[config.mk]
export PLATFORM = sky130hd
export DESIGN_NAME = irq_src_conditioner
export DESIGN_NICKNAME = d
export VERILOG_FILES = /design/src/rtl/irq_src_conditioner_pkg.sv /design/src/rtl/irq_sync_bit.sv /design/src/rtl/irq_src_conditioner.sv
export SDC_FILE = /design/constraint.sdc
export NUM_CORES = 1
export LEC_CHECK = 0
export CAP_MARGIN = 15
export CORE_AREA = 2 2 133 135
export DETAILED_ROUTE_END_ITERATION = 8
export DIE_AREA = 0 0 135 137
export PLACE_DENSITY = 0.88
export SLEW_MARGIN = 15
export SYNTH_ARGS = -nofsm -noshare
export SYNTH_HDL_FRONTEND = slang
export SYNTH_SLANG_ARGS = --single-unit
[constraint.sdc]
create_clock -name clk -period 2.19 [get_ports clk]
set_input_delay 0.438 -clock clk [delete_from_list [all_inputs] [get_ports clk]]
set_output_delay 0.438 -clock clk [all_outputs]
set_load 0.01 [all_outputs]
[src/rtl/irq_src_conditioner_pkg.sv]
// irq_src_conditioner_pkg: register offsets, source limit and APB state type
package irq_src_conditioner_pkg;
  localparam logic [7:0] MODE_OFS = 8'h00;
  localparam logic [7:0] PEND_OFS = 8'h04;
  localparam logic [7:0] RAW_OFS = 8'h08;
  localparam logic [7:0] MASK_OFS = 8'h0C;
  localparam int MAX_SRCS = 32;
  typedef enum logic {IDLE, RESP} apb_state_t;
endpackage

[src/rtl/irq_sync_bit.sv]
// irq_sync_bit: SYNC_STAGES-deep flop chain bringing one async line into clk
module irq_sync_bit #(
  parameter int SYNC_STAGES = 2
) (
  input  logic clk,
  input  logic rst,
  input  logic d,
  output logic q
);
  logic [SYNC_STAGES-1:0] chain;
  always_ff @(posedge clk) chain <= rst ? '0 : {chain[SYNC_STAGES-2:0], d};
  assign q = chain[SYNC_STAGES-1];
endmodule

[src/rtl/irq_src_conditioner.sv]
// irq_src_conditioner: synchronizes raw irq lines, level/edge conditioning, APB W1C window
// Optional MASK register at 0x0C when IRQ_COND_MASK_EN is defined.
module irq_src_conditioner
  import irq_src_conditioner_pkg::*;
#(
  parameter int NIRQ_SRCS = 30,
  parameter int SYNC_STAGES = 2
) (
  input  logic                 clk,
  input  logic                 rst,
  input  logic [NIRQ_SRCS-1:0] irq_raw,
  output logic [NIRQ_SRCS-1:0] irq_sources,
  input  logic                 cond_psel,
  input  logic                 cond_penable,
  input  logic                 cond_pwrite,
  input  logic [31:0]          cond_paddr,
  input  logic [31:0]          cond_pwdata,
  output logic [31:0]          cond_prdata,
  output logic                 cond_pready,
  output logic                 cond_pslverr
);
  if (NIRQ_SRCS < 1 || NIRQ_SRCS > MAX_SRCS) begin : g_bad_nirq
    $error("NIRQ_SRCS must be within 1..32");
  end
  if (SYNC_STAGES < 2 || SYNC_STAGES > 4) begin : g_bad_sync
    $error("SYNC_STAGES must be within 2..4");
  end
  logic [NIRQ_SRCS-1:0] s, prev, rise, mode_q, pend_q, pend_d, clr, lvl, out_d, wdata_q;
  apb_state_t state, state_d;
  logic [5:0] addr_q;
  logic wr_q, accept, commit, wr_mode, wr_pend;
  logic sel_mode, sel_pend, sel_raw, sel_mask, err_d;
  logic [31:0] rd_d;
  logic unused_bits;
  for (genvar i = 0; i < NIRQ_SRCS; i++) begin : g_sync
    irq_sync_bit #(.SYNC_STAGES(SYNC_STAGES)) u_sync (
      .clk(clk), .rst(rst), .d(irq_raw[i]), .q(s[i])
    );
  end
  always_ff @(posedge clk) state <= rst ? IDLE : state_d;
  always_comb state_d = (state == IDLE && cond_psel && cond_penable) ? RESP : IDLE;
  always_comb begin
    accept = state == IDLE && cond_psel && cond_penable;
    commit = state == RESP && wr_q;
    cond_pready = state == RESP;
  end
  assign sel_mode = cond_paddr[7:2] == MODE_OFS[7:2];
  assign sel_pend = cond_paddr[7:2] == PEND_OFS[7:2];
  assign sel_raw = cond_paddr[7:2] == RAW_OFS[7:2];
  assign err_d = !(sel_mode || sel_pend || sel_raw || sel_mask);
  assign wr_mode = commit && addr_q == MODE_OFS[7:2];
  assign wr_pend = commit && addr_q == PEND_OFS[7:2];
  assign unused_bits = ^{cond_paddr[31:8], cond_paddr[1:0], cond_pwdata};
  // Changing a source's mode drops any pending edge it held; a same-cycle rise still wins.
  always_comb begin
    rise = s & ~prev;
    clr = ({NIRQ_SRCS{wr_pend}} & wdata_q) | ({NIRQ_SRCS{wr_mode}} & (wdata_q ^ mode_q));
    pend_d = (pend_q & ~clr) | (mode_q & rise);
    lvl = (mode_q & pend_d) | (~mode_q & s);
  end
`ifdef IRQ_COND_MASK_EN
  logic [NIRQ_SRCS-1:0] mask_q;
  logic wr_mask;
  assign sel_mask = cond_paddr[7:2] == MASK_OFS[7:2];
  assign wr_mask = commit && addr_q == MASK_OFS[7:2];
  assign out_d = lvl & mask_q;
  always_ff @(posedge clk) mask_q <= rst ? '1 : wr_mask ? wdata_q : mask_q;
  always_comb begin
    rd_d = sel_mode ? 32'(mode_q) : sel_pend ? 32'(pend_q) : sel_raw ? 32'(s) : '0;
    if (sel_mask) rd_d = 32'(mask_q);
  end
`else
  assign sel_mask = 1'b0;
  assign out_d = lvl;
  always_comb rd_d = sel_mode ? 32'(mode_q) : sel_pend ? 32'(pend_q) : sel_raw ? 32'(s) : '0;
`endif
  always_ff @(posedge clk) begin
    if (rst) begin
      prev <= '0;
      mode_q <= '0;
      pend_q <= '0;
      irq_sources <= '0;
      cond_prdata <= '0;
      cond_pslverr <= 1'b0;
      addr_q <= '0;
      wr_q <= 1'b0;
      wdata_q <= '0;
    end else begin
      prev <= s;
      pend_q <= pend_d;
      irq_sources <= out_d;
      cond_prdata <= accept ? rd_d : '0;
      cond_pslverr <= accept && err_d;
      if (accept) begin
        addr_q <= cond_paddr[7:2];
        wr_q <= cond_pwrite;
        wdata_q <= cond_pwdata[NIRQ_SRCS-1:0];
      end
      if (wr_mode) mode_q <= wdata_q;
    end
  end
endmodule
# Word level (Yosys, flattened, before mapping)
# Index checks and enable logic that the tools add are counted.
# totals
in_bits	99
out_inout_bits	64
register_bits	251
# classes
eq_ne	3
bitwise_logic	16
n_mux	4
n_reduce_logical	13
# op_table
cell	n
$and A30 B30 Y30	7
$mux W30	3
$not A30 Y30	3
$or A30 B30 Y30	3
$xor A30 B30 Y30	1
$eq A6 B1 Y1 const B	2
$logic_not A6 Y1	2
$eq A6 B2 Y1 const B	1
$logic_and A1 B1 Y1	6
$reduce_or A4 Y1	1
$logic_or A1 B1 Y1	2
$not A1 Y1	2
$reduce_or A2 Y1	1
$logic_not A1 Y1	1
$mux W1	1

# Longest topological paths before layout
# Gate-level depths: netlist of run 1.
# depth
word_depth	9
depth_mapped	7
ltp_nobuf	4

# Modules after synthesis
# From an unflattened synthesis of run 1, not the netlist that was laid out.
# hier_totals
cells_unflattened	977
hier_area_um2	9141.3
# modules_own_cells
module	instances	area_each_um2	cells_per_inst
irq_src_conditioner	1	7564.8	857
irq_sync_bit	30	52.6	4

# Least setup slack after synthesis of run 1
# OpenSTA, ideal clock, no wires.
# synth_path
kind	input to register
start	input port cond_paddr[7]
end	register cond_prdata[17]
path_buffers	1
t_required_ps	2125
stages	5
slack_ps	564
setup_ps	65
arrival_time_ps	1561
path_cell_list	or4_4 -> nor3b_4 -> buf_6 -> a22oi_1 -> nor2_1
# synth_via
elab_chain_cells	4
# synth_rtl
element	line	text
start: declaration	irq_src_conditioner.sv:16	input logic [31:0] cond_paddr,
$eq A6 B2 Y1	irq_src_conditioner.sv:49	assign sel_raw = cond_paddr[7:2] == RAW_OFS[7:2];
$mux W30 (2 in a row)	irq_src_conditioner.sv:75	always_comb rd_d = sel_mode ? 32'(mode_q) : sel_pend ? 32'(pend_q) : sel_raw ? 32'(s) : '0;
$mux W30 (*)	irq_src_conditioner.sv:75	
end signal: assignment	irq_src_conditioner.sv:92	cond_prdata <= accept ? rd_d : '0;
end: declaration	irq_src_conditioner.sv:18	output logic [31:0] cond_prdata,
# Every way passes the cells marked *; elsewhere a longest branch is shown, timed or not.
# A chain may end at the register's enable or synchronous reset.

# Worst setup path after layout of run 1
# layout_path
start	register state, in the netlist cond_pready
end	output port cond_pready
# layout_rtl
element	line	text
start: declaration	irq_src_conditioner.sv:29	apb_state_t state, state_d;
start signal: assignment	irq_src_conditioner.sv:40	always_ff @(posedge clk) state <= rst ? IDLE : state_d;
end: declaration	irq_src_conditioner.sv:19	output logic cond_pready,
# No word-level cell between the ends.

==> run summary, run 1 <==
Slew of the pin with the lowest slew margin: 0.8798 ns
PortBufs: 132
Buf+Inv Stages, Crit Path: 1
Crit-path max FO: 5
Area leader, netlist: dfxtp_1
Max_cap viols: 0
Row count: 48
Hold-fix buffers, CTS: 0
Layout Skew: 0.01835 ns
Syn_area_per_cell: 8.915 um^2
FF-to-FF Start: cond_pready$_SDFF_PP0_
Area of the multi-input gates: 0.003865 mm^2
Synth cell count leaders: 249 x dfxtp_1, 214 x nand2_1, 139 x nor2b_1
First-pass iteration count of the detailed router: 4
Largest stage delay, worst path: 0.60 ns
First-pass GRT wire length: 34.22 mm
Hold Startpoint: rst
Kind of start point of the critical path: flip-flop
CTS resizes: 0
Post-synth top area share: 54.34%
CTS clk-pin slew, worst paths: 0.06 ns
DR vias: 7333
Placed cells: 1352
Post-CTS setup buffers: 0
Register-to-Register Path Depth: 5
Worst VDD drop: 0.7022 mV
Cell area after synthesis: 0.009174 mm^2
Share of cells above drive strength 1: 6.997%
Fraction of registers with async set/reset: 0%
Most common cell in the netlist: dfxtp_1
CP max stage cell: clkdlybuf4s50_1
Critical path arrival: 1.60 ns
GPL Wtd Cong: 0.7923
Power density cells: 815.8 mW/mm^2
CTS tree: built
Initial antenna violation count: 1
1st-iter DRT viols: 542
Setup TNS: 0 ns
Hold Path Depth: 2
Worst endpoint required time: 1.75 ns
Warning count from the yosys run: 0
Core Footprint: 0.01706 mm^2
Initial cell density of the core: 53.79%
R2r setup slk: 0.38 ns
Gate Count Post-Synth: 1029
Cell leakage power: 4.198 nW
Clock Tree Root: clkbuf_16
R2R Path End: irq_sources[28]$_SDFF_PP0_
Critical Path, Cell by Cell: clkdlybuf4s50_1
Maximum clock frequency: 490.1 MHz
Delay-heaviest family, CP: buffers and inverters
Vias in the first global route: 7046
Final HPWL DP: 13.67 mm
Per-cell routed wire length: 15.43 um
Register area: 0.004986 mm^2
# IOs: 163
Routed wire length: 21.57 mm
Status: completed
Die area: 0.01850 mm^2
Endpoint type of the worst setup path: output port
Longest Clk Path Bufs: 3
Post-synth EDFFs: 0
Critical path origin: cond_pready$_SDFF_PP0_
Post-layout minimum cycle time: 2.040 ns
Synthesis-to-finish area growth: 26.05%
Area contributors post-synth: dfxtp_1 54%, nor2b_1 9.5%, nand2_1 8.8%, a21oi_1 4.8%, o21ai_0 3.3%
Num Clock Sinks: 249
Non-filler cells, final: 1398
Fillers: 1304
Final period util: 93.16%
GRT Util Overall: 23.02%
Skew-Pair Late Insertion Delay: 0.51 ns
DR vias/cell: 5.245
Slew margin rel.: 41.23%
Cell variety after synth: 30
NumNets Final: 1253
RSZ-0062 raised after global routing: no
Max-slew violations: 0
FF+latch count, synth: 249
Final ANT Viol Nets: 0
HP Class: in2reg
Worst Hold End: g_sync[9].u_sync.chain[0]$_SDFF_PP0_
Die W: 135 um
Critical path type: reg2out
Grt ovf: 0
Residual DRC count: 0
Die height: 137 um
Final setup viols: 0
H-tree levels: 1
CTS buffer count: 25
Largest net degree at the start of global routing: 59
Final Hold Viols: 0
Seq/Total Area, Yosys: 54.34%
Main flop type after synthesis: dfxtp_1
worst max path at each step:
stage	to	slack, ns	cells after the start
6_report	cond_pready	0.15	1
5_1_grt	cond_pready	0.12	1
4_1_cts	cond_pready	0.15	1
3_5_place_dp	cond_prdata[14]$_SDFF_PP0_	-0.10	4
3_3_place_gp	cond_prdata[9]$_SDFF_PP0_	-0.05	4
2_1_floorplan	cond_prdata[17]$_SDFF_PP0_	0.56	5
state kept, by name (all words and copies together), names as in the netlist:
signal,count
pend_q,30
irq_sources,30
cond_pslverr,1
addr_q,6
cond_prdata,30
wr_q,1
mode_q,30
prev,30
g_sync.u_sync.chain,60
cond_pready,1
wdata_q,30
power by group:
| group | internal (mW) | switching, mW | total, mW |
|---|---|---|---|
| clock | 2.51 | 1.69 | 4.20 |
| sequential | 4.65 | 0.0762 | 4.72 |
| combinational | 0.264 | 0.250 | 0.514 |
area by class of cell:
class                   count  area share, %
diodes                      1        0.02164
multi-input cells         702          33.42
well taps                 225          2.435
flip-flops and latches    249          43.12
inverters                  19         0.6167
clock buffers              37          6.232
clock inverters             8         0.8115
repair buffers            157          13.34
cells in the final DEF (no fill, tap or decap), types with 2 or more instances in the layout:
cell type / n
a211oi_1: 12
a21oi_1: 88
a22oi_1: 33
buf_12: 3
buf_4: 22
bufinv_16: 2
clkbuf_1: 7
clkbuf_16: 25
clkbuf_8: 5
clkdlybuf4s50_1: 130
clkinv_2: 5
conb_1: 2
dfxtp_1: 248
inv_1: 19
mux2_2: 9
mux2i_1: 9
nand2_1: 214
nand3b_1: 30
nor2_1: 40
nor2b_1: 139
nor3_1: 13
o21ai_0: 60
or3_1: 2
xnor2_1: 30
xor2_1: 12
stage by stage:
| step | util [%] | total power, mW | setup WS, ns | hold WS [ns] | instance area [um^2] |
|---|---|---|---|---|---|
| global placement | 63.01 | 5.313 | -0.05054 | 0.4169 | 10750 |
| finish | 67.80 | 9.433 | 0.1497 | 0.3206 | 11560 |
| floorplan | - | 5.061 | 0.5640 | 0.4138 | 9178 |
| CTS | 67.78 | 9.482 | 0.1541 | 0.3084 | 11560 |
| detailed placement | 63.01 | 5.325 | -0.1007 | 0.4268 | 10750 |
| global route | 67.78 | 9.735 | 0.1231 | 0.3439 | 11560 |
routing by layer:
metal / up-vias / routed length, um / global-route usage, % / part of all wire (%)
met4: 0 / 676 / 8.044 / 3.1
met3: 53 / 1360 / 3.630 / 6.3
met2: 246 / 10280 / 39.71 / 48
met5: - / 0 / 0 / 0
li1: 3601 / - / - / -
met1: 3433 / 9256 / 29.42 / 43
logic make-up after synthesis:
family	count (synthesis)	share of synthesized area (%)
other	1	0.04088
AOI/OAI and AO/OA	193	11.76
and+or+nand+nor	447	24.03
muxes	18	2.087
xor gates and xnor gates	42	4.010
buffers and inverters	79	3.737
DFF	249	54.34
Power figures use the tool's default switching activity.
==> run 2, diff against run 1 <==
--- a/config.mk
+++ b/config.mk
@@ -9,6 +9,7 @@
 export CORE_AREA = 2 2 133 135
 export DETAILED_ROUTE_END_ITERATION = 8
 export DIE_AREA = 0 0 135 137
+export GPL_TIMING_DRIVEN = 1
 export PLACE_DENSITY = 0.88
 export SLEW_MARGIN = 15
 export SYNTH_ARGS = -nofsm -noshare
==> results of run 2 <==
Same layout as run 1: the final DEF is identical, and so are final timing and power.
==> run 3, diff against run 2 <==
--- a/config.mk
+++ b/config.mk
@@ -6,11 +6,11 @@
 export NUM_CORES = 1
 export LEC_CHECK = 0
 export CAP_MARGIN = 15
-export CORE_AREA = 2 2 133 135
+export CORE_AREA = 2 2 136 138
 export DETAILED_ROUTE_END_ITERATION = 8
-export DIE_AREA = 0 0 135 137
+export DIE_AREA = 0 0 138 140
 export GPL_TIMING_DRIVEN = 1
-export PLACE_DENSITY = 0.88
+export PLACE_DENSITY = 0.85
 export SLEW_MARGIN = 15
 export SYNTH_ARGS = -nofsm -noshare
 export SYNTH_HDL_FRONTEND = slang
==> constraint.sdc (replaced) <==
create_clock -name clk -period 1.9 [get_ports clk]
set_input_delay 0.38 -clock clk [delete_from_list [all_inputs] [get_ports clk]]
set_output_delay 0.38 -clock clk [all_outputs]
set_load 0.01 [all_outputs]
==> run 3 against run 2 <==
  * Count of clock-buffer cells in the layout is 4 lower
  * Flip-flop and latch count did not move
  * Critical path depth unchanged
  * Wire length down 2.0%
  * Via count is 1.1% lower
  * First-iteration DRC count down 20%
  * Non-clock buffer count increased by 7
  * Highest routed layer unchanged
==> run summary, run 3 (synthesis gave the netlist of run 1 again) <==
Status: completed
Longest Clk Path Bufs: 3
Worst slack at placement: -0.2538 ns
Cell leakage power: 4.224 nW
Hold-fix buffers, CTS: 0
Critical path depth: 1
CTS buffer count: 24
Commonest non-fill, non-tap cell in the layout: dfxtp_1
Worst setup path end: cond_prdata[28]
H-tree levels: 1
Die W: 138 um
Largest stage delay, worst path: 0.57 ns
Power density cells: 920.3 mW/mm^2
Power share of the clock group: 43.5%
Placed Area: 0.01084 mm^2
Final HPWL DP: 13.43 mm
Ant. Diodes: 0
Critical path type: reg2out
Post-layout minimum cycle time: 1.811 ns
Num Clock Sinks: 249
Grt ovf: 0
Critical Path, Cell by Cell: clkdlybuf4s50_1
Final setup viols: 0
HP Class: in2reg
Worst hold margin: 0.2333 ns
1st-iter DRT viols: 435
Routed wire length: 21.14 mm
Die area: 0.01932 mm^2
Util after Layout: 65.34%
Internal Power: 8.417 mW
Skew-Pair Late Insertion Delay: 0.51 ns
Synthesis-to-finish area growth: 26.64%
Delay-heaviest family, CP: buffers and inverters
First-pass iteration count of the detailed router: 5
Comb pwr share: 5.7%
Worst Setup Slack, final: 0.08851 ns
Crit-path max FO: 1
Initial cell density of the core: 51.60%
Final period util: 95.34%
Register-to-Register Path Depth: 5
R2R Path End: irq_sources[7]$_SDFF_PP0_
Clock Tree Root: clkbuf_16
Row count: 49
P_sw: 2.274 mW
FF-to-FF Start: addr_q[2]$_SDFFE_PP0P_
Initial antenna violation count: 0
Finished Cell Area: 0.01162 mm^2
Critical path arrival: 1.43 ns
GRT Util Overall: 21.36%
Slew margin rel.: 32.67%
Die height: 140 um
Layout Skew: 0.01747 ns
Vias in the first global route: 7171
CTS clk-pin slew, worst paths: 0.06 ns
Residual DRC count: 0
First-pass GRT wire length: 34.45 mm
Worst endpoint required time: 1.52 ns
Buf+Inv Stages, Crit Path: 1
Kind of start point of the critical path: flip-flop
PortBufs: 132
Max-slew violations: 0
Critical path origin: cond_prdata[28]$_SDFF_PP0_
Core Footprint: 0.01778 mm^2
Per-cell routed wire length: 15.06 um
Most flops, register: g_sync.u_sync.chain
Sequential Power Share: 50.8%
RSZ-0062 raised after global routing: no
Share of cells above drive strength 1: 7.489%
Largest net degree at the start of global routing: 70
CTS tree: built
Slew of the pin with the lowest slew margin: 1.008 ns
Final Hold Viols: 0
Worst VDD drop: 0.7221 mV
Commonest cells after routing, fill and taps aside: 248 x dfxtp_1, 214 x nand2_1, 139 x nor2b_1, 129 x clkdlybuf4s50_1, 88 x a21oi_1
Maximum clock frequency: 552.0 MHz
GPL Wtd Cong: 0.7937
NumNets Final: 1259
DR vias/cell: 5.168
Final ANT Viol Nets: 0
Post-CTS setup buffers: 0
Switching Fraction: 21.27%
Endpoint type of the worst setup path: output port
R2r setup slk: 0.19 ns
DR vias: 7256
Largest register FFs: 60
Max_cap viols: 0
# IOs: 163
CP max stage cell: clkdlybuf4s50_1
## run 3: changes by cell type in the layout (fill, tap and decap cells not counted), sizes merged
cell	before	now
clkbuf	37	33
buf	27	34
clkinv	5	6
clkdlybuf4s50	130	129
dlygate4sd2	0	1
diode	1	0
inv	20	19
## run 3: metal layers
| metal | up-vias | track usage [%] | part of all wire (%) |
|---|---|---|---|
| met5 | - | 0 | 0 |
| met4 | 0 | 6.660 | 2.3 |
| met3 | 33 | 3.897 | 6.1 |
| met2 | 204 | 37.39 | 48 |
| met1 | 3409 | 26.89 | 44 |
| li1 | 3610 | - | - |
## run 3: power by group through the flow
stage | combinational, mW | sequential [mW] | clock [mW]
3_3_place_gp | 0.594 | 5.54 | 0
5_1_grt | 0.659 | 5.45 | 4.93
4_1_cts | 0.609 | 5.43 | 4.73
2_1_floorplan | 0.297 | 5.54 | 0
3_5_place_dp | 0.604 | 5.55 | 0
6_report | 0.607 | 5.43 | 4.65
## run 3: repair_timing
action / CTS / global route
resized for setup: 1 / 0
endpoints found under the setup margin: 1 / 0
endpoints found under the hold margin: 0 / 0
## run 3: layout make-up
| class | instances | area, um^2 |
|---|---|---|
| fill | 1412 | 6162 |
| timing repair buffer | 164 | 1632 |
| tap | 229 | 286.5 |
| inverter | 19 | 71.32 |
| clock inverter | 8 | 101.3 |
| clock buffer | 33 | 674.4 |
| sequential | 249 | 4986 |
| multi-input combinational | 702 | 3866 |
## run 3: worst min-delay path by stage
stage,end,depth (start not counted),slack (ns),start
2_1_floorplan,g_sync[0].u_sync.chain[1]$_SDFF_PP0_,1,0.41,g_sync[0].u_sync.chain[0]$_SDFF_PP0_
3_3_place_gp,g_sync[22].u_sync.chain[1]$_SDFF_PP0_,1,0.42,g_sync[22].u_sync.chain[0]$_SDFF_PP0_
3_5_place_dp,g_sync[17].u_sync.chain[1]$_SDFF_PP0_,1,0.42,g_sync[17].u_sync.chain[0]$_SDFF_PP0_
4_1_cts,g_sync[5].u_sync.chain[1]$_SDFF_PP0_,2,0.21,rst
5_1_grt,g_sync[4].u_sync.chain[1]$_SDFF_PP0_,2,0.23,rst
6_report,g_sync[5].u_sync.chain[0]$_SDFF_PP0_,2,0.23,rst
## run 3: per-stage QoR
step / cells / TNS [ns] / power (mW)
after floorplan: 1030 / 0 / 5.833
after global placement: 1363 / -5.521 / 6.138
after detailed placement: 1363 / -7.363 / 6.150
after CTS: 1404 / 0 / 10.77
after global routing: 1404 / 0 / 11.03
final: 1404 / 0 / 10.69
